==> src/rtl/adder_pkg.sv <==
// Shared definitions for the serial chunk adder.
//   state_t      : controller states (IDLE, RUN, DONE)
//   calc_nchunk  : number of CHUNK-bit slices in a WIDTH-bit operand
package adder_pkg;

  typedef enum logic [1:0] {
    IDLE = 2'd0,
    RUN  = 2'd1,
    DONE = 2'd2
  } state_t;

  function automatic int calc_nchunk(input int width, input int chunk);
    return width / chunk;
  endfunction

endpackage

==> src/rtl/chunk_adder.sv <==
// Combinational W-bit ripple-carry adder slice.
// Ports:
//   a, b      : W-bit addends
//   cin       : carry into bit 0
//   s         : W-bit sum
//   cout      : carry out of bit W-1
//   c_msb_in  : carry into bit W-1 (used for signed overflow on the top slice)
module chunk_adder #(
  parameter int W = 4
) (
  input  logic [W-1:0] a,
  input  logic [W-1:0] b,
  input  logic         cin,
  output logic [W-1:0] s,
  output logic         cout,
  output logic         c_msb_in
);

  logic [W:0] w_c;

  always_comb begin
    w_c    = '0;
    s      = '0;
    w_c[0] = cin;
    for (int i = 0; i < W; i++) begin
      s[i]     = a[i] ^ b[i] ^ w_c[i];
      w_c[i+1] = (a[i] & b[i]) | (w_c[i] & (a[i] ^ b[i]));
    end
  end

  assign cout     = w_c[W];
  assign c_msb_in = w_c[W-1];

endmodule

==> src/rtl/serial_chunk_adder.sv <==
// Serial adder: adds two WIDTH-bit operands CHUNK bits per clock, least
// significant chunk first, with a valid/ready handshake on both sides.
// Ports:
//   clk, rst             : clock, synchronous active-high reset
//   in_valid / in_ready  : operand handshake (a, b, cin latched on accept)
//   out_valid / out_ready: result handshake
//   sum, cout, ovf       : (a+b+cin) mod 2^WIDTH, unsigned carry, signed overflow
//
// state | meaning
// IDLE  | waiting for operands, in_ready=1
// RUN   | one chunk added per cycle, NCHUNK cycles
// DONE  | result held, out_valid=1 until out_ready
module serial_chunk_adder
  import adder_pkg::*;
#(
  parameter int WIDTH = 32,
  parameter int CHUNK = 4
) (
  input  logic             clk,
  input  logic             rst,
  input  logic             in_valid,
  output logic             in_ready,
  input  logic [WIDTH-1:0] a,
  input  logic [WIDTH-1:0] b,
  input  logic             cin,
  output logic             out_valid,
  input  logic             out_ready,
  output logic [WIDTH-1:0] sum,
  output logic             cout,
  output logic             ovf
);

  localparam int NCHUNK = calc_nchunk(WIDTH, CHUNK);
  localparam int CNT_W  = (NCHUNK > 1) ? $clog2(NCHUNK) : 1;
  localparam logic [CNT_W-1:0] LAST = CNT_W'(NCHUNK - 1);

  generate
    if (WIDTH < 2 || CHUNK < 1 || CHUNK > WIDTH || (WIDTH % CHUNK) != 0) begin : g_param_check
      $error("serial_chunk_adder: WIDTH must be >= 2 and a multiple of CHUNK");
    end
  endgenerate

  state_t             r_state;
  state_t             w_state_nxt;
  logic [WIDTH-1:0]   r_a;
  logic [WIDTH-1:0]   r_b;
  logic               r_carry;
  logic [CNT_W-1:0]   r_cnt;
  logic [WIDTH-1:0]   r_sum;
  logic               r_cout;
  logic               r_ovf;

  logic [CHUNK-1:0]   w_a_chunk;
  logic [CHUNK-1:0]   w_b_chunk;
  logic [CHUNK-1:0]   w_s;
  logic               w_cout;
  logic               w_cmsb;
  logic               w_last;

  assign w_last = (r_cnt == LAST);

  // Select the operand slice addressed by the chunk counter.
  always_comb begin
    w_a_chunk = '0;
    w_b_chunk = '0;
    for (int i = 0; i < NCHUNK; i++) begin
      if (r_cnt == CNT_W'(i)) begin
        w_a_chunk = r_a[i*CHUNK +: CHUNK];
        w_b_chunk = r_b[i*CHUNK +: CHUNK];
      end
    end
  end

  chunk_adder #(.W(CHUNK)) u_chunk_adder (
    .a        (w_a_chunk),
    .b        (w_b_chunk),
    .cin      (r_carry),
    .s        (w_s),
    .cout     (w_cout),
    .c_msb_in (w_cmsb)
  );

  always_comb begin
    w_state_nxt = r_state;
    in_ready    = 1'b0;
    out_valid   = 1'b0;
    unique case (r_state)
      IDLE: begin
        in_ready = 1'b1;
        if (in_valid) w_state_nxt = RUN;
      end
      RUN: begin
        if (w_last) w_state_nxt = DONE;
      end
      DONE: begin
        out_valid = 1'b1;
        if (out_ready) w_state_nxt = IDLE;
      end
      default: w_state_nxt = IDLE;
    endcase
  end

  always_ff @(posedge clk) begin
    if (rst) begin
      r_state <= IDLE;
      r_a     <= '0;
      r_b     <= '0;
      r_carry <= 1'b0;
      r_cnt   <= '0;
      r_sum   <= '0;
      r_cout  <= 1'b0;
      r_ovf   <= 1'b0;
    end else begin
      r_state <= w_state_nxt;
      case (r_state)
        IDLE: begin
          if (in_valid) begin
            r_a     <= a;
            r_b     <= b;
            r_carry <= cin;
            r_cnt   <= '0;
          end
        end
        RUN: begin
          for (int i = 0; i < NCHUNK; i++) begin
            if (r_cnt == CNT_W'(i)) r_sum[i*CHUNK +: CHUNK] <= w_s;
          end
          r_carry <= w_cout;
          // Flags come only from the top slice, so they are taken on the last chunk.
          if (w_last) begin
            r_cnt  <= '0;
            r_cout <= w_cout;
            r_ovf  <= w_cmsb ^ w_cout;
          end else begin
            r_cnt <= r_cnt + CNT_W'(1);
          end
        end
        default: ;
      endcase
    end
  end

  assign sum  = r_sum;
  assign cout = r_cout;
  assign ovf  = r_ovf;

endmodule

==> config.mk <==
export PLATFORM = sky130hd
export DESIGN_NAME = serial_chunk_adder
export DESIGN_NICKNAME = d
export VERILOG_FILES = /design/src/rtl/adder_pkg.sv /design/src/rtl/chunk_adder.sv /design/src/rtl/serial_chunk_adder.sv
export SDC_FILE = /design/constraint.sdc
export NUM_CORES = 1
export LEC_CHECK = 0
export ABC_AREA = 1
export CAP_MARGIN = 20
export CORE_MARGIN = 4
export CORE_UTILIZATION = 54
export CTS_CLUSTER_SIZE = 14
export DETAILED_ROUTE_END_ITERATION = 16
export PLACE_DENSITY = 0.86
export REMOVE_ABC_BUFFERS = 1
export SLEW_MARGIN = 20
export SYNTH_ARGS = -nofsm -noshare
export SYNTH_HDL_FRONTEND = slang
export SYNTH_SLANG_ARGS = --single-unit
==> constraint.sdc <==
create_clock -name clk -period 7.45 [get_ports clk]
set_input_delay 2.235 -clock clk [delete_from_list [all_inputs] [get_ports clk]]
set_output_delay 2.235 -clock clk [all_outputs]
set_load 0.005 [all_outputs]
**Word level (Yosys, flattened, before mapping)**

Cells that the tools add are included.

- Output and inout port bits: 36
- Word-level logic and storage cells: 90
- Register bits after elaboration: 104
- Input port bits: 69

- Muxes and demuxes: 27
- $add $sub $neg: 1
- Eq/ne operators: 12
- Reduce and logical (&&, ||, !) cells: 14
- Bitwise logic cells: 21

Operators with widths:

| kind | count |
|---|---|
| $mux 4 | 16 |
| $reduce_and 2->1 | 10 |
| $eq 3x3->1 const B | 4 |
| $xor 1x1->1 | 9 |
| $and 1x1->1 | 8 |
| $eq 3x2->1 const B | 2 |
| $mux 2 | 3 |
| $mux 3 | 2 |
| $ne 2x2->1 const B | 3 |
| $pmux 2 s3 | 1 |
| $pmux 3 s2 | 1 |
| $or 1x1->1 | 4 |
| $add 3x1->3 const B | 1 |
| $eq 3x1->1 const B | 1 |
| $logic_not 3->1 | 1 |
| $mux 1 | 3 |
| $reduce_and 3->1 | 1 |
| $eq 2x1->1 const B | 1 |
| $eq 2x2->1 const B | 1 |
| $logic_not 2->1 | 1 |
| $pmux 1 s2 | 1 |
| $reduce_bool 2->1 | 1 |

**Longest topological paths before layout**

- Depth in word-level cells: 19
- Gate-level depth with buffers: 22
- Gate-level depth less buffers: 21

**By module**

From an unflattened synthesis, not the netlist that was laid out.

- Cell total of the unflattened synthesis: 686
- Area, all modules: 4788.3 µm²

By module, submodules not included:

| module | times used | cells each | area each (µm²) | seq. area each (µm²) |
|---|---|---|---|---|
| serial_chunk_adder | 1 | 674 | 4678.2 | 2082.0 |
| chunk_adder | 1 | 12 | 110.1 | 0.0 |

**Worst setup path after synthesis**

OpenSTA, ideal clock, no wires.

- Path kind: register to register
- Start: register r_cnt[2]
- End: register r_sum[3] (netlist: sum[3])
- Stages on the path, launching flop included: 21
- Data arrival time: 3191 ps
- Data required time: 7334 ps
- Path buffers: 3
- Library setup time: 116 ps
- Period minus slack after synthesis: 3307 ps
- Path slack: 4143 ps
- Cell sequence: dfxtp_1 > buf_6 > inv_8 > ha_1 > inv_2 > buf_2 > nand3_1 > nand2_1 > nand2_1 > nand2_1 > a21boi_1 > fa_1 > inv_1 > fa_1 > inv_1 > fa_1 > inv_1 > fa_1 > clkbuf_1 > o21ai_0 > nor2_1

- Word-level cells in the longest chain between the ends: 17
- Elaborated cells between the ends (all ways): 39
- Classes of those cells: 7 x eq/ne; 16 x mux; 14 x bitwise; 2 x reduce/logical

RTL lines:

| what | line | text |
|---|---|---|
| start: declaration | serial_chunk_adder.sv:48 | `logic [CNT_W-1:0] r_cnt;` |
| start signal: assignment | serial_chunk_adder.sv:135 | `r_cnt <= r_cnt + CNT_W'(1);` |
| $logic_not 3->1 | serial_chunk_adder.sv:67 | `if (r_cnt == CNT_W'(i)) begin` |
| $mux 4 (8 in series) | serial_chunk_adder.sv:67 |  |
| $xor 1x1->1 | chunk_adder.sv:27 | `w_c[i+1] = (a[i] & b[i]) \| (w_c[i] & (a[i] ^ b[i]));` |
| $and 1x1->1 | chunk_adder.sv:27 |  |
| $or 1x1->1 | chunk_adder.sv:27 |  |
| $and 1x1->1 | chunk_adder.sv:27 |  |
| $or 1x1->1 | chunk_adder.sv:27 |  |
| $and 1x1->1 | chunk_adder.sv:27 |  |
| $or 1x1->1 | chunk_adder.sv:27 |  |
| $xor 1x1->1 * | chunk_adder.sv:26 | `s[i] = a[i] ^ b[i] ^ w_c[i];` |
| net u_chunk_adder.s[3] | chunk_adder.sv:14 | `output logic [W-1:0] s,` |
| end signal: indexed assignment | serial_chunk_adder.sv:126 | `if (r_cnt == CNT_W'(i)) r_sum[i*CHUNK +: CHUNK] <= w_s;` |
| end: declaration | serial_chunk_adder.sv:49 | `logic [WIDTH-1:0] r_sum;` |

The timed path passes the listed nets; every way through them passes the cells marked *.
A chain may end at the register's enable or synchronous reset.

==> metrics.txt <==
# TYPE chip_impl_metric gauge
chip_impl_info{name="critical_path.startpoint_type",value="input pin"} 1
chip_impl_metric{name="cp_data_arrival_time",unit="ps"} 4220
chip_impl_metric{name="post-cts-setup-buffers",unit=""} 0
chip_impl_metric{name="worst-path-max-fanout",unit=""} 97
chip_impl_info{name="cp_top_family",value="buffers and inverters"} 1
chip_impl_metric{name="timing.slew.headroom",unit=""} 0.327
chip_impl_metric{name="cts_inserted_buffers",unit=""} 9
chip_impl_metric{name="finalWirelength",unit="µm"} 11300
chip_impl_metric{name="clkTransAtPathRegs",unit="ps"} 100
chip_impl_metric{name="core",unit="µm²"} 8340
chip_impl_metric{name="yosysUniqueCellTypes",unit=""} 33
chip_impl_metric{name="design.portCount",unit=""} 105
chip_impl_metric{name="routed_via_count",unit=""} 4428
chip_impl_metric{name="design.final.nets",unit=""} 817
chip_impl_metric{name="place.port_buffers",unit=""} 104
chip_impl_metric{name="htree_num_levels",unit=""} 3
chip_impl_metric{name="power_density",unit="nW/µm²"} 204
chip_impl_metric{name="period_minus_slack",unit="ps"} 3980
chip_impl_metric{name="final.fill_count",unit=""} 669
chip_impl_metric{name="fmaxAchievable",unit="MHz"} 251
chip_impl_metric{name="mean_cell_area_of_the_mapped_netlist",unit="µm²"} 7.16
chip_impl_metric{name="via_count_of_the_first_global_routing_pass",unit=""} 4231
chip_impl_metric{name="asyncSetResetFlopFracSynth",unit=""} 0
chip_impl_metric{name="grt_first_pass_wirelength",unit="µm"} 18600
chip_impl_metric{name="postSynthRegisterBits",unit=""} 104
chip_impl_info{name="yosys.area.top_type",value="sky130_fd_sc_hd__dfxtp_1"} 1
chip_impl_metric{name="crit_buf_inv",unit=""} 2
chip_impl_metric{name="gpl.final_weighted_congestion",unit=""} 0.872
chip_impl_metric{name="antenna_found_initial",unit=""} 0
chip_impl_info{name="run_status",value="finished clean"} 1
chip_impl_metric{name="hold_viol",unit=""} 0
chip_impl_metric{name="grt_max_degree",unit=""} 98
chip_impl_metric{name="post_cts_resized",unit=""} 0
chip_impl_metric{name="detailedRoute.firstPassIterationCount",unit=""} 5
chip_impl_metric{name="fin_skew",unit="ps"} 6.59
chip_impl_metric{name="area_enclosed_by_the_die_boundary",unit="µm²"} 10200
chip_impl_info{name="top_usage_layer",value="met2"} 1
chip_impl_metric{name="hpwlAfterDp",unit="µm"} 7960
chip_impl_metric{name="grt_use_met1",unit=""} 0.278
chip_impl_info{name="critical_path.slowest_cell",value="sky130_fd_sc_hd__clkinv_2"} 1
chip_impl_metric{name="die_x",unit="µm"} 101
chip_impl_metric{name="cp_data_required_time",unit="ps"} 7690
chip_impl_info{name="worst-setup-path-type",value="in2reg"} 1
chip_impl_metric{name="syn-cell-area",unit="µm²"} 4690
chip_impl_metric{name="die_y",unit="µm"} 101
chip_impl_metric{name="start_util",unit=""} 0.563
chip_impl_info{name="synth_commonest_cells",value="179 x sky130_fd_sc_hd__nor2_1, 104 x sky130_fd_sc_hd__dfxtp_1, 94 x sky130_fd_sc_hd__nand2_1"} 1
chip_impl_metric{name="setup-violations-final",unit=""} 0
chip_impl_metric{name="setup_total_negative_slack",unit="ps"} 0
chip_impl_metric{name="cts_sinks",unit=""} 104
chip_impl_metric{name="hold_buffers",unit=""} 0
chip_impl_metric{name="groute.layer.met2.usage",unit=""} 0.385
chip_impl_metric{name="grt_remaining_overflow",unit=""} 0
chip_impl_metric{name="synth_top_area_share",unit=""} 0.444
chip_impl_info{name="worst_r2r_startpoint",value="r_cnt[2]"} 1
chip_impl_metric{name="globalRouteTotalUtil",unit=""} 0.221
chip_impl_info{name="grt_setup_unrepaired",value="false"} 1
chip_impl_info{name="synthTopCellsByArea",value="sky130_fd_sc_hd__dfxtp_1 44%, sky130_fd_sc_hd__nor2_1 14%, sky130_fd_sc_hd__o21ai_0 9.9%"} 1
chip_impl_metric{name="number_of_core_rows",unit=""} 33
chip_impl_metric{name="area_delta_synth_final",unit="%"} 26.2
chip_impl_metric{name="finalHoldWorstSlack",unit="ps"} 466
chip_impl_metric{name="critical_path.max_stage_delay",unit="ps"} 830
chip_impl_info{name="worst_setup_path_end_kind",value="flip-flop"} 1
chip_impl_metric{name="area.sequential",unit="µm²"} 2080
chip_impl_metric{name="grt_use_met3",unit=""} 0.0448
chip_impl_metric{name="final_max_slew_viol_count",unit=""} 0
chip_impl_metric{name="irDropWorstVdd",unit="mV"} 0.140
chip_impl_metric{name="clk_path_buf_depth",unit=""} 2
chip_impl_metric{name="power_leakage",unit="nW"} 2.59
chip_impl_info{name="root_buffer",value="sky130_fd_sc_hd__clkbuf_8"} 1
chip_impl_metric{name="post_route_cells_drive_above_1_share",unit=""} 0.0673
chip_impl_metric{name="synth-seq-area-share",unit=""} 0.444
chip_impl_info{name="tritoncts",value="yes"} 1
chip_impl_info{name="hold_path.startpoint",value="r_b[4]"} 1
chip_impl_metric{name="clock_insertion_delay_worst_skew",unit="ps"} 360
chip_impl_info{name="yosys.cell_count.top_type",value="sky130_fd_sc_hd__nor2_1"} 1
chip_impl_info{name="cell_by_cell_listing_of_the_critical_path",value="clkdlybuf4s50_1, clkinv_2, o21ai_0, a21oi_1"} 1
chip_impl_metric{name="detail_route.drc_violations",unit=""} 0
chip_impl_metric{name="antennaDiodeCount",unit=""} 0
chip_impl_metric{name="via_per_inst",unit=""} 5.22
chip_impl_info{name="worstHoldPathType",value="reg2reg"} 1
chip_impl_metric{name="drtAntennaViolNets",unit=""} 0
chip_impl_info{name="critPathLaunch",value="rst"} 1
chip_impl_metric{name="synth_warnings",unit=""} 0
chip_impl_metric{name="drt-initial-drc-count",unit=""} 230
chip_impl_metric{name="maximum_capacitance_violations",unit=""} 0
chip_impl_metric{name="tightestPinTransition",unit="ps"} 1010
chip_impl_info{name="top_reg_cell_synth",value="sky130_fd_sc_hd__dfxtp_1"} 1
chip_impl_metric{name="syn_inst",unit=""} 655
chip_impl_metric{name="synth-edff-count",unit=""} 0
chip_impl_metric{name="post-route-period-util",unit=""} 0.534
chip_impl_metric{name="wl_per_cell",unit="µm"} 13.3
chip_impl_metric{name="area_used_by_multi_input_combinational_logic",unit="µm²"} 2230
-- sequential cells by signal, summed over array words and instances, names as in the netlist --
| name | cells |
|---|---|
| cout | 1 |
| r_cnt | 3 |
| r_carry | 1 |
| sum | 32 |
| r_state | 2 |
| ovf | 1 |
| r_a | 32 |
| r_b | 32 |
-- logic make-up (layout without fill, tap and decap cells) --
kind of cell / after synthesis / after routing / share of synthesized area
flip-flops: 104 / 104 / 0.444
buffers and inverters: 83 / 171 / 0.0808
AND/OR/NAND/NOR: 326 / 326 / 0.296
adder cells (fa/ha/maj): 10 / 10 / 0.0331
AO/OA/AOI/OAI: 131 / 131 / 0.144
XOR/XNOR: 1 / 1 / 0.00187
-- power breakdown --
part	total [W]	switching [W]	internal [W]
clock network	0.000387	0.000195	0.000192
logic	0.000214	0.000124	0.0000895
registers	0.000608	0.0000174	0.000591
total	0.00121	0.000337	0.000873
-- routing by layer --
metal  part of all wire  wire length (µm)
met5                  0                 0
met1               0.43              4890
met3              0.067               759
met2               0.48              5460
met4              0.015               172
-- layout make-up --
cell class,instances,share of cell area
multi-input cells,468,0.377
well taps,105,0.0222
repair buffers,105,0.179
clock inverters,6,0.0154
inverters,50,0.0336
clock buffers,10,0.0215
flip-flops and latches,104,0.352
-- per-stage QoR --
| step | setup WS (ps) | cells | util | area, µm² | total power [W] |
|---|---|---|---|---|---|
| floorplan | 3900 | 622 | - | 4510 | 0.000737 |
| global placement | 3010 | 831 | 0.681 | 5680 | 0.000824 |
| detailed placement | 2930 | 831 | 0.681 | 5680 | 0.000831 |
| CTS | 3320 | 847 | 0.708 | 5900 | 0.00121 |
| global route | 3220 | 848 | 0.710 | 5920 | 0.00126 |
| finish | 3470 | 848 | 0.710 | 5920 | 0.00121 |
-- path summary, 6_finish.rpt --
check,endpoint,slack (ps),depth (start not counted)
setup / recovery,sum[2],3470,4
hold / removal,r_b[4],470,2
setup reg to reg,sum[3],3540,18
hold reg to reg,r_b[4],470,2
-- worst register-to-register path: stages (launching register included) --
cell	delay, ps
sky130_fd_sc_hd__dfxtp_1	690
sky130_fd_sc_hd__inv_8	90
sky130_fd_sc_hd__ha_1	320
sky130_fd_sc_hd__inv_2	230
sky130_fd_sc_hd__or2_2	150
sky130_fd_sc_hd__nand3_1	90
sky130_fd_sc_hd__nand2_1	90
sky130_fd_sc_hd__nand2_1	50
sky130_fd_sc_hd__nand2_1	60
sky130_fd_sc_hd__nand2_1	70
sky130_fd_sc_hd__fa_1	360
sky130_fd_sc_hd__inv_1	70
sky130_fd_sc_hd__fa_1	160
sky130_fd_sc_hd__inv_1	60
sky130_fd_sc_hd__fa_1	410
sky130_fd_sc_hd__inv_1	90
sky130_fd_sc_hd__fa_1	560
sky130_fd_sc_hd__o21ai_0	210
sky130_fd_sc_hd__nor2_1	60
-- placed cells by master (no fill, tap or decap), types with 7 or more instances in the layout --
cell type / synthesis / layout
sky130_fd_sc_hd__inv_1: 40 / 40
sky130_fd_sc_hd__nor2_1: 179 / 179
sky130_fd_sc_hd__inv_2: 8 / 7
sky130_fd_sc_hd__a21oi_1: 27 / 27
sky130_fd_sc_hd__dfxtp_1: 104 / 104
sky130_fd_sc_hd__o21ai_0: 93 / 93
sky130_fd_sc_hd__nand3_1: 27 / 27
sky130_fd_sc_hd__clkdlybuf4s50_1: 0 / 104
sky130_fd_sc_hd__nor2_4: 8 / 8
sky130_fd_sc_hd__clkbuf_8: 0 / 9
sky130_fd_sc_hd__nand2_1: 94 / 94
No activity file was read; power rests on OpenSTA's default activity.
